**config.mk**
```make
export PLATFORM = sky130hd
export DESIGN_NAME = tama_update_scheduler
export DESIGN_NICKNAME = d
export VERILOG_FILES = /design/src/rtl/tama_update_scheduler.sv
export SDC_FILE = /design/constraint.sdc
export NUM_CORES = 1
export LEC_CHECK = 0
export BUFFER_PORTS_ARGS = -buffer_cell sky130_fd_sc_hd__buf_2
export CORE_MARGIN = 2
export CORE_UTILIZATION = 44
export DETAILED_ROUTE_END_ITERATION = 10
export PLACE_DENSITY_LB_ADDON = 0.12
export SYNTH_ARGS = -nofsm -noshare
export SYNTH_HDL_FRONTEND = slang
export SYNTH_SLANG_ARGS = --single-unit
export TNS_END_PERCENT = 5
```
**constraint.sdc**
```tcl
create_clock -name clk -period 2.7 [get_ports clk]
set_clock_uncertainty 0.15 [all_clocks]
set_input_delay 0.54 -clock clk [delete_from_list [all_inputs] [get_ports clk]]
set_output_delay 0.54 -clock clk [all_outputs]
set_load 0.03 [all_outputs]
```
**src/rtl/tama_update_scheduler.sv**
```systemverilog
// tama_update_scheduler: arbitrates player actions and decay sweeps into one stat-update command stream
module tama_update_scheduler #(
   parameter logic [23:0] TICK_COUNT = 24'd10_000_000
) (
   input  logic       clk,
   input  logic       rst_n,
   input  logic [5:0] btn,
   input  logic [7:0] rnd,
   input  logic       upd_ready,
   output logic       upd_valid,
   output logic [2:0] upd_sel,
   output logic       upd_inc,
   output logic [1:0] upd_amt,
   output logic       busy,
   output logic       tick,
   output logic       tick_drop
);
   typedef enum logic [1:0] {IDLE, ACTION, DECAY} state_t;
   state_t      state;
   logic [23:0] cnt;
   logic [5:0]  btn_q, pend, rise, clr;
   logic        decay_pend, start, xfer;
   logic [2:0]  last_grant, gnt;

   function automatic logic [2:0] wrap6(input logic [2:0] a, input logic [2:0] k);
      logic [3:0] s;
      s = {1'b0, a} + {1'b0, k};
      return (s >= 4'd6) ? 3'(s - 4'd6) : s[2:0];
   endfunction

   assign tick  = cnt == TICK_COUNT - 24'd1;
   assign rise  = btn & ~btn_q;
   assign xfer  = upd_valid & upd_ready;
   assign start = (state == IDLE) & decay_pend;
   assign clr   = (state == ACTION && xfer) ? 6'd1 << upd_sel : 6'd0;

   // round-robin pick: the nearest pending bit above last_grant wins
   always_comb begin
      gnt = last_grant;
      for (int k = 6; k >= 1; k--)
         if (pend[wrap6(last_grant, 3'(k))]) gnt = wrap6(last_grant, 3'(k));
   end

   // prescaler, request capture and tick-overrun tracking
   always_ff @(posedge clk or negedge rst_n) begin
      if (!rst_n) begin
         cnt        <= '0;
         btn_q      <= '0;
         pend       <= '0;
         decay_pend <= 1'b0;
         tick_drop  <= 1'b0;
      end else begin
         cnt        <= tick ? 24'd0 : cnt + 24'd1;
         btn_q      <= btn;
         pend       <= (pend & ~clr) | rise;
         decay_pend <= tick | (decay_pend & ~start);
         tick_drop  <= tick_drop | (tick & decay_pend & ~start);
      end
   end

   // command sequencer: decay sweeps take priority, actions one at a time
   always_ff @(posedge clk or negedge rst_n) begin
      if (!rst_n) begin
         state      <= IDLE;
         upd_valid  <= 1'b0;
         upd_sel    <= 3'd0;
         upd_inc    <= 1'b0;
         upd_amt    <= 2'd0;
         busy       <= 1'b0;
         last_grant <= 3'd5;
      end else begin
         case (state)
            IDLE: begin
               if (decay_pend) begin
                  state     <= DECAY;
                  busy      <= 1'b1;
                  upd_valid <= 1'b1;
                  upd_sel   <= 3'd0;
                  upd_inc   <= 1'b0;
                  upd_amt   <= rnd[0] ? 2'd2 : 2'd1;
               end else if (|pend) begin
                  state      <= ACTION;
                  busy       <= 1'b1;
                  upd_valid  <= 1'b1;
                  upd_sel    <= gnt;
                  upd_inc    <= 1'b1;
                  upd_amt    <= 2'd3;
                  last_grant <= gnt;
               end
            end
            ACTION: begin
               if (xfer) begin
                  state     <= IDLE;
                  busy      <= 1'b0;
                  upd_valid <= 1'b0;
               end
            end
            DECAY: begin
               if (xfer && upd_sel == 3'd5) begin
                  state     <= IDLE;
                  busy      <= 1'b0;
                  upd_valid <= 1'b0;
               end else if (xfer) begin
                  upd_sel <= upd_sel + 3'd1;
                  upd_amt <= rnd[0] ? 2'd2 : 2'd1;
               end
            end
            default: begin
               state     <= IDLE;
               busy      <= 1'b0;
               upd_valid <= 1'b0;
            end
         endcase
      end
   end
endmodule
```
Word level (Yosys, flattened, before mapping)
Cells that the tools add are included.
Storage, ports and cells
  input bits: 17
  output and inout port bits: 10
  flip-flop bits (word level): 50
Cells by class
  equal/unequal tests: 9
  bitwise gates (word level): 14
  shifts and indexed selects: 1
  $add $sub $neg: 14
  mux-type cells: 48
  reductions and logical operators: 10
  order comparisons: 12
Operator list (count)
  $mux W3: 16
  $add A24 B1 Y24 const B: 1
  $eq A24 B24 Y1 const B: 1
  $ge A4 B3 Y1 const B: 6
  $lt A3 B4 Y1 const B: 6
  $mux W24: 1
  $bmux W1 S3: 6
  $mux W2: 9
  $sub A3 B3 Y3 const B: 6
  $add A3 B3 Y4 const B: 3
  $and A6 B6 Y6: 2
  $not A6 Y6: 2
  $mux W1: 11
  $add A3 B2 Y4 const B: 2
  $ne A2 B2 Y1 const B: 4
  $mux W6: 1
  $or A6 B6 Y6: 1
  $pmux W2 S3: 1
  $pmux W3 S2: 1
  $reduce_and A3 Y1: 2
  $reduce_or A6 Y1: 1
  $shl A1 B3 Y6 const A: 1
  $and A1 B1 Y1: 5
  $add A3 B1 Y4 const B: 1
  14 further kinds: 18

Depth between registers and ports, before layout
  depth in word-level cells: 14
  mapped depth: 12

Least setup slack after synthesis
No wires, ideal clock.
  kind: reg2reg
  from: reg last_grant[0]
  to: reg upd_sel[0]
  library setup time: 0.092 ns
  path buffers: 3
  cell stages (with the launch flop): 13
  path slack: -0.181 ns
  data arrival time: 2.639 ns
  path through: dfstp_2 buf_6 buf_6 inv_1 ha_1 buf_2 xnor2_1 a22oi_2 or2_1 a211oi_2 o311ai_2 and3_1 o31ai_2
Between the ends
  word-level cells in the longest chain between the ends: 14
  elaborated cells on any way between the ends: 45
Ends and longest elaborated chain
  start: declaration: RTL line 23  | logic [2:0] last_grant, gnt;
  start signal: assignment: RTL line 88  | last_grant <= gnt;
  $add A3 B3 Y4: RTL line 27  | s = {1'b0, a} + {1'b0, k};
  $ge A4 B3 Y1 or $sub A3 B3 Y3 (tied branches): RTL line 28  | return (s >= 4'd6) ? 3'(s - 4'd6) : s[2:0];
  $mux W3: RTL line 28
  $bmux W1 S3: RTL line 41  | if (pend[wrap6(last_grant, 3'(k))]) gnt = wrap6(last_grant, 3'(k));
  $mux W1 (not written as such): RTL line 41
  $mux W3 (5 in series): RTL line 41
  $mux W3 (*): RTL line 41
  $mux W3 (*): RTL line 81  | end else if (|pend) begin
  $mux W3 (*): RTL line 74  | if (decay_pend) begin
  $pmux W3 S2 (*): RTL line 72  | case (state)
  end signal: assignment: RTL line 85  | upd_sel <= gnt;
  end signal: assignment: RTL line 104  | upd_sel <= upd_sel + 3'd1;
  end: declaration: RTL line 11  | output logic [2:0] upd_sel,
Mark *: on every way between the ends. The rest lies on a longest branch, timed or not. The select of a mux whose other input is x is not followed.
A chain may end at the register's enable or synchronous reset.

Worst setup path after layout
Same ends and word-level chain as after synthesis.

==> flow_summary.rst <==
.. list-table::
   :header-rows: 1

   * - Metric
     - Value
   * - Setup-failing EPs final
     - 0
   * - Vias in the first global route
     - 2314
   * - Final Core Density
     - 53.2%
   * - Post-route setup TNS
     - 0 ps
   * - Wire length on met2
     - 3260 um
   * - Area fraction of the dominant cell type after synthesis
     - 38.2%
   * - Endpoint of the most critical setup path
     - upd_sel[0]
   * - R2r endpoint
     - upd_sel[0]
   * - Uppermost layer routed
     - met4
   * - Level count of the clock H-tree
     - 2
   * - R2R setup slack
     - 50 ps
   * - Critical path data arrival time
     - 2710 ps
   * - Sequential share of the synthesized area
     - 39.8%
   * - Worst Path Class, Setup
     - reg2reg
   * - Clock tree sinks
     - 50
   * - Layout cells sized above 1
     - 22.3%
   * - Maximum VDD drop
     - 0.364 mV
   * - CTS tree
     - built
   * - Ant diodes
     - 0
   * - Number of CTS-inserted buffers
     - 5
   * - Required @ worst endpoint
     - 2770 ps
   * - Mean instance size in the synthesized netlist
     - 9.39 um2
   * - Slew Limit Headroom
     - 68.4%
   * - Kind of start point of the critical path
     - flip-flop
   * - Leading cell type in the layout, fill and taps excluded
     - sky130_fd_sc_hd__dfrtp_1
   * - Final period utilization
     - 98.0%
   * - Yosys reg bits
     - 50
   * - Leading cell types by total area after synthesis
     - sky130_fd_sc_hd__dfrtp_1, sky130_fd_sc_hd__ha_1, sky130_fd_sc_hd__nor2_1, sky130_fd_sc_hd__xnor2_1, sky130_fd_sc_hd__xor2_1
   * - Vias after detailed routing
     - 2474
   * - Final Routed Wirelength
     - 6770 um
   * - Number of antenna violations at the first check in global routing
     - 0
   * - Switching share of power
     - 44.9%
   * - Count of pins over their slew limit
     - 0
   * - Sequential Power Share
     - 25.1%
   * - Detail-routed via count per cell
     - 5.23
   * - Leakage component of the power
     - 1.65 nW
   * - Count of cell types in the netlist
     - 61
   * - Buffers added on ports
     - 19
   * - Most used flip-flop cell after synthesis
     - sky130_fd_sc_hd__dfrtp_1
   * - Post-place setup slack
     - 44.6 ps
   * - Count of flip-flops with a built-in enable after synthesis
     - 0
   * - Final worst slack
     - 52.8 ps
   * - Share of synthesized flip-flops with an asynchronous set or reset
     - 100%
   * - Shortest period the worst path allows
     - 2650 ps
   * - Number of nets with antenna violations after routing
     - 0
   * - Cell at the root of the clock tree
     - sky130_fd_sc_hd__clkbuf_8
   * - Worst setup path start
     - last_grant[0]
   * - Net switching component of the power
     - 1.83 mW
   * - Maximum net fanout on the critical path
     - 6
   * - Synthesis warning total
     - 0
   * - Starting density of the core
     - 45.8%
   * - Maximum clock path buffer count
     - 2
   * - Routed met3 length
     - 167 um
   * - Overall die area
     - 7840 um2
   * - Clock-pin slew on the worst setup and hold paths
     - 90 ps
   * - Maximum number of pins on one net before global-route repair
     - 50
   * - Routability congestion estimate from global placement
     - 0.883
   * - Type of destination of the critical path
     - flip-flop
   * - DP HPWL
     - 5000 um
   * - Cell accounting for the most synthesized area
     - sky130_fd_sc_hd__dfrtp_1
   * - Count of cells along the worst register-to-register path
     - 9
   * - Iteration-0 DRC count of the detailed router
     - 77
   * - Cell area after synthesis
     - 3150 um2
   * - Outcome
     - finished clean
   * - Highest-count cells in the layout ignoring fill and taps
     - sky130_fd_sc_hd__dfrtp_1, sky130_fd_sc_hd__nor2_1, sky130_fd_sc_hd__nand2_1, sky130_fd_sc_hd__buf_4, sky130_fd_sc_hd__nand3_1
   * - Total power divided by cell area
     - 1120 nW/um2
   * - RSZ-0062 raised after global routing
     - yes
   * - R2r startpoint
     - last_grant[0]
   * - Clock network fraction of total power
     - 10.6%
   * - Number of placed instances, taps included
     - 461
   * - Final total power
     - 4.07 mW
   * - Classification of the worst-slack hold path
     - in2async
   * - GRT Overall Usage
     - 18.4%
   * - Internal power of the cells
     - 2.24 mW
   * - Number of nets produced by synthesis
     - 368
   * - Gate count after technology mapping
     - 335
   * - Number of non-filler instances in the completed layout
     - 473
   * - Die Width
     - 88.6 um
   * - Wire length the detailed router placed on met1
     - 3270 um
   * - Congestion Overflow GR
     - 0
   * - Number of top-level design ports
     - 27
   * - P&R area growth vs syn
     - 16.1%
   * - Clk Latency, worst-skew pair
     - 310 ps
   * - Routed wire length per instance
     - 14.3 um
   * - Core area
     - 6870 um2
   * - Row cnt
     - 30
   * - Total count of hold-check failures in the final report
     - 0
   * - Final nets
     - 409
   * - Proportion of power drawn by combinational gates
     - 64.3%
   * - Count of maximum capacitance violations
     - 0
   * - Actual slew at the worst max-slew pin
     - 471 ps
   * - DIE HEIGHT
     - 88.6 um
   * - Iteration count of the initial detailed-routing pass
     - 4
   * - Total DRC errors in the routed layout
     - 0
   * - Maximum clock frequency
     - 378 MHz
   * - Wire length of the first global-routing pass
     - 11200 um
routing by layer:
metal / track usage, % / vias to the layer above
met4: 3.58 / 0
met5: 0 / -
met3: 4.29 / 8
met1: 25.0 / 1167
met2: 30.2 / 46
li1: - / 1253
worst max-delay path: stages, from the launching register on:
cell and delay, ps:
sky130_fd_sc_hd__dfstp_2 680, sky130_fd_sc_hd__ha_2 250, sky130_fd_sc_hd__buf_4 130, sky130_fd_sc_hd__o21ba_4 150, sky130_fd_sc_hd__a22oi_2 110, sky130_fd_sc_hd__or2_1 270
sky130_fd_sc_hd__a211oi_4 340, sky130_fd_sc_hd__o311ai_4 120, sky130_fd_sc_hd__and3_1 170, sky130_fd_sc_hd__o31ai_2 200
per-stage QoR:
| stage | hold slack (ps) | instance area [um2] |
|---|---|---|
| after floorplan | 94.4 | 3180 |
| after global placement | 252 | 3480 |
| after detailed placement | 259 | 3480 |
| after CTS | 30.9 | 3560 |
| after global routing | 22.2 | 3650 |
| final | 40.4 | 3650 |
how the worst min path moves through the flow:
stage                        start            end  slack (ps)  cells past startpoint
after floorplan              rst_n       btn_q[0]          90                      0
after global placement    btn_q[0]        pend[0]         250                      1
after detailed placement  btn_q[0]        pend[0]         260                      1
after CTS                    rst_n  last_grant[2]          30                      1
after global routing         rst_n  last_grant[2]          20                      1
final                        rst_n  last_grant[2]          40                      1
logic make-up after synthesis:
kind of cell | Yosys count | share of synthesized area [%]
flip-flops | 50 | 39.8
AO/OA/AOI/OAI | 63 | 13.8
buffers and inverters | 28 | 4.89
multiplexers | 12 | 4.73
AND/OR/NAND/NOR | 136 | 22.0
XOR/XNOR | 29 | 8.07
adder cells (fa/ha/maj) | 17 | 6.68
power groups by stage:
| stage | sequential [mW] | combinational [mW] | clock (mW) |
|---|---|---|---|
| floorplan | 1.06 | 1.77 | 0 |
| global placement | 1.02 | 2.34 | 0 |
| detailed placement | 1.03 | 2.37 | 0 |
| CTS | 1.01 | 2.39 | 0.451 |
| global route | 1.04 | 2.85 | 0.482 |
| finish | 1.02 | 2.62 | 0.432 |
cells in the mapped netlist (5+ instances only):
master	number
sky130_fd_sc_hd__a21oi_1	13
sky130_fd_sc_hd__and3_1	7
sky130_fd_sc_hd__dfrtp_1	48
sky130_fd_sc_hd__ha_1	16
sky130_fd_sc_hd__inv_1	17
sky130_fd_sc_hd__mux2i_1	6
sky130_fd_sc_hd__nand2_1	31
sky130_fd_sc_hd__nand3_1	22
sky130_fd_sc_hd__nand4_1	6
sky130_fd_sc_hd__nor2_1	37
sky130_fd_sc_hd__nor3_1	5
sky130_fd_sc_hd__o21ai_0	21
sky130_fd_sc_hd__o31ai_1	5
sky130_fd_sc_hd__xnor2_1	15
sky130_fd_sc_hd__xor2_1	14
flip-flops by register name, summed over array words and instances (netlist names):
| name | count |
|---|---|
| last_grant | 3 |
| cnt | 24 |
| upd_amt | 2 |
| upd_sel | 3 |
| decay_pend | 1 |
| busy | 1 |
| upd_inc | 1 |
| pend | 6 |
| tick_drop | 1 |
| btn_q | 6 |
| state | 2 |
area by class of cell:
class                      instances  area [um2]
inverter                          17        68.8
fill                             629        3220
clock buffer                       6        72.6
multi-input combinational        257        1810
sequential                        50        1250
timing repair buffer              45         310
clock inverter                     2        13.8
tap                               96         120
what timing repair did:
item,CTS,global route
hold buffers,0,0
setup endpoints to repair,0,6
gates resized for setup,0,13
setup buffers,0,4
(Power assumes the default switching activity.)
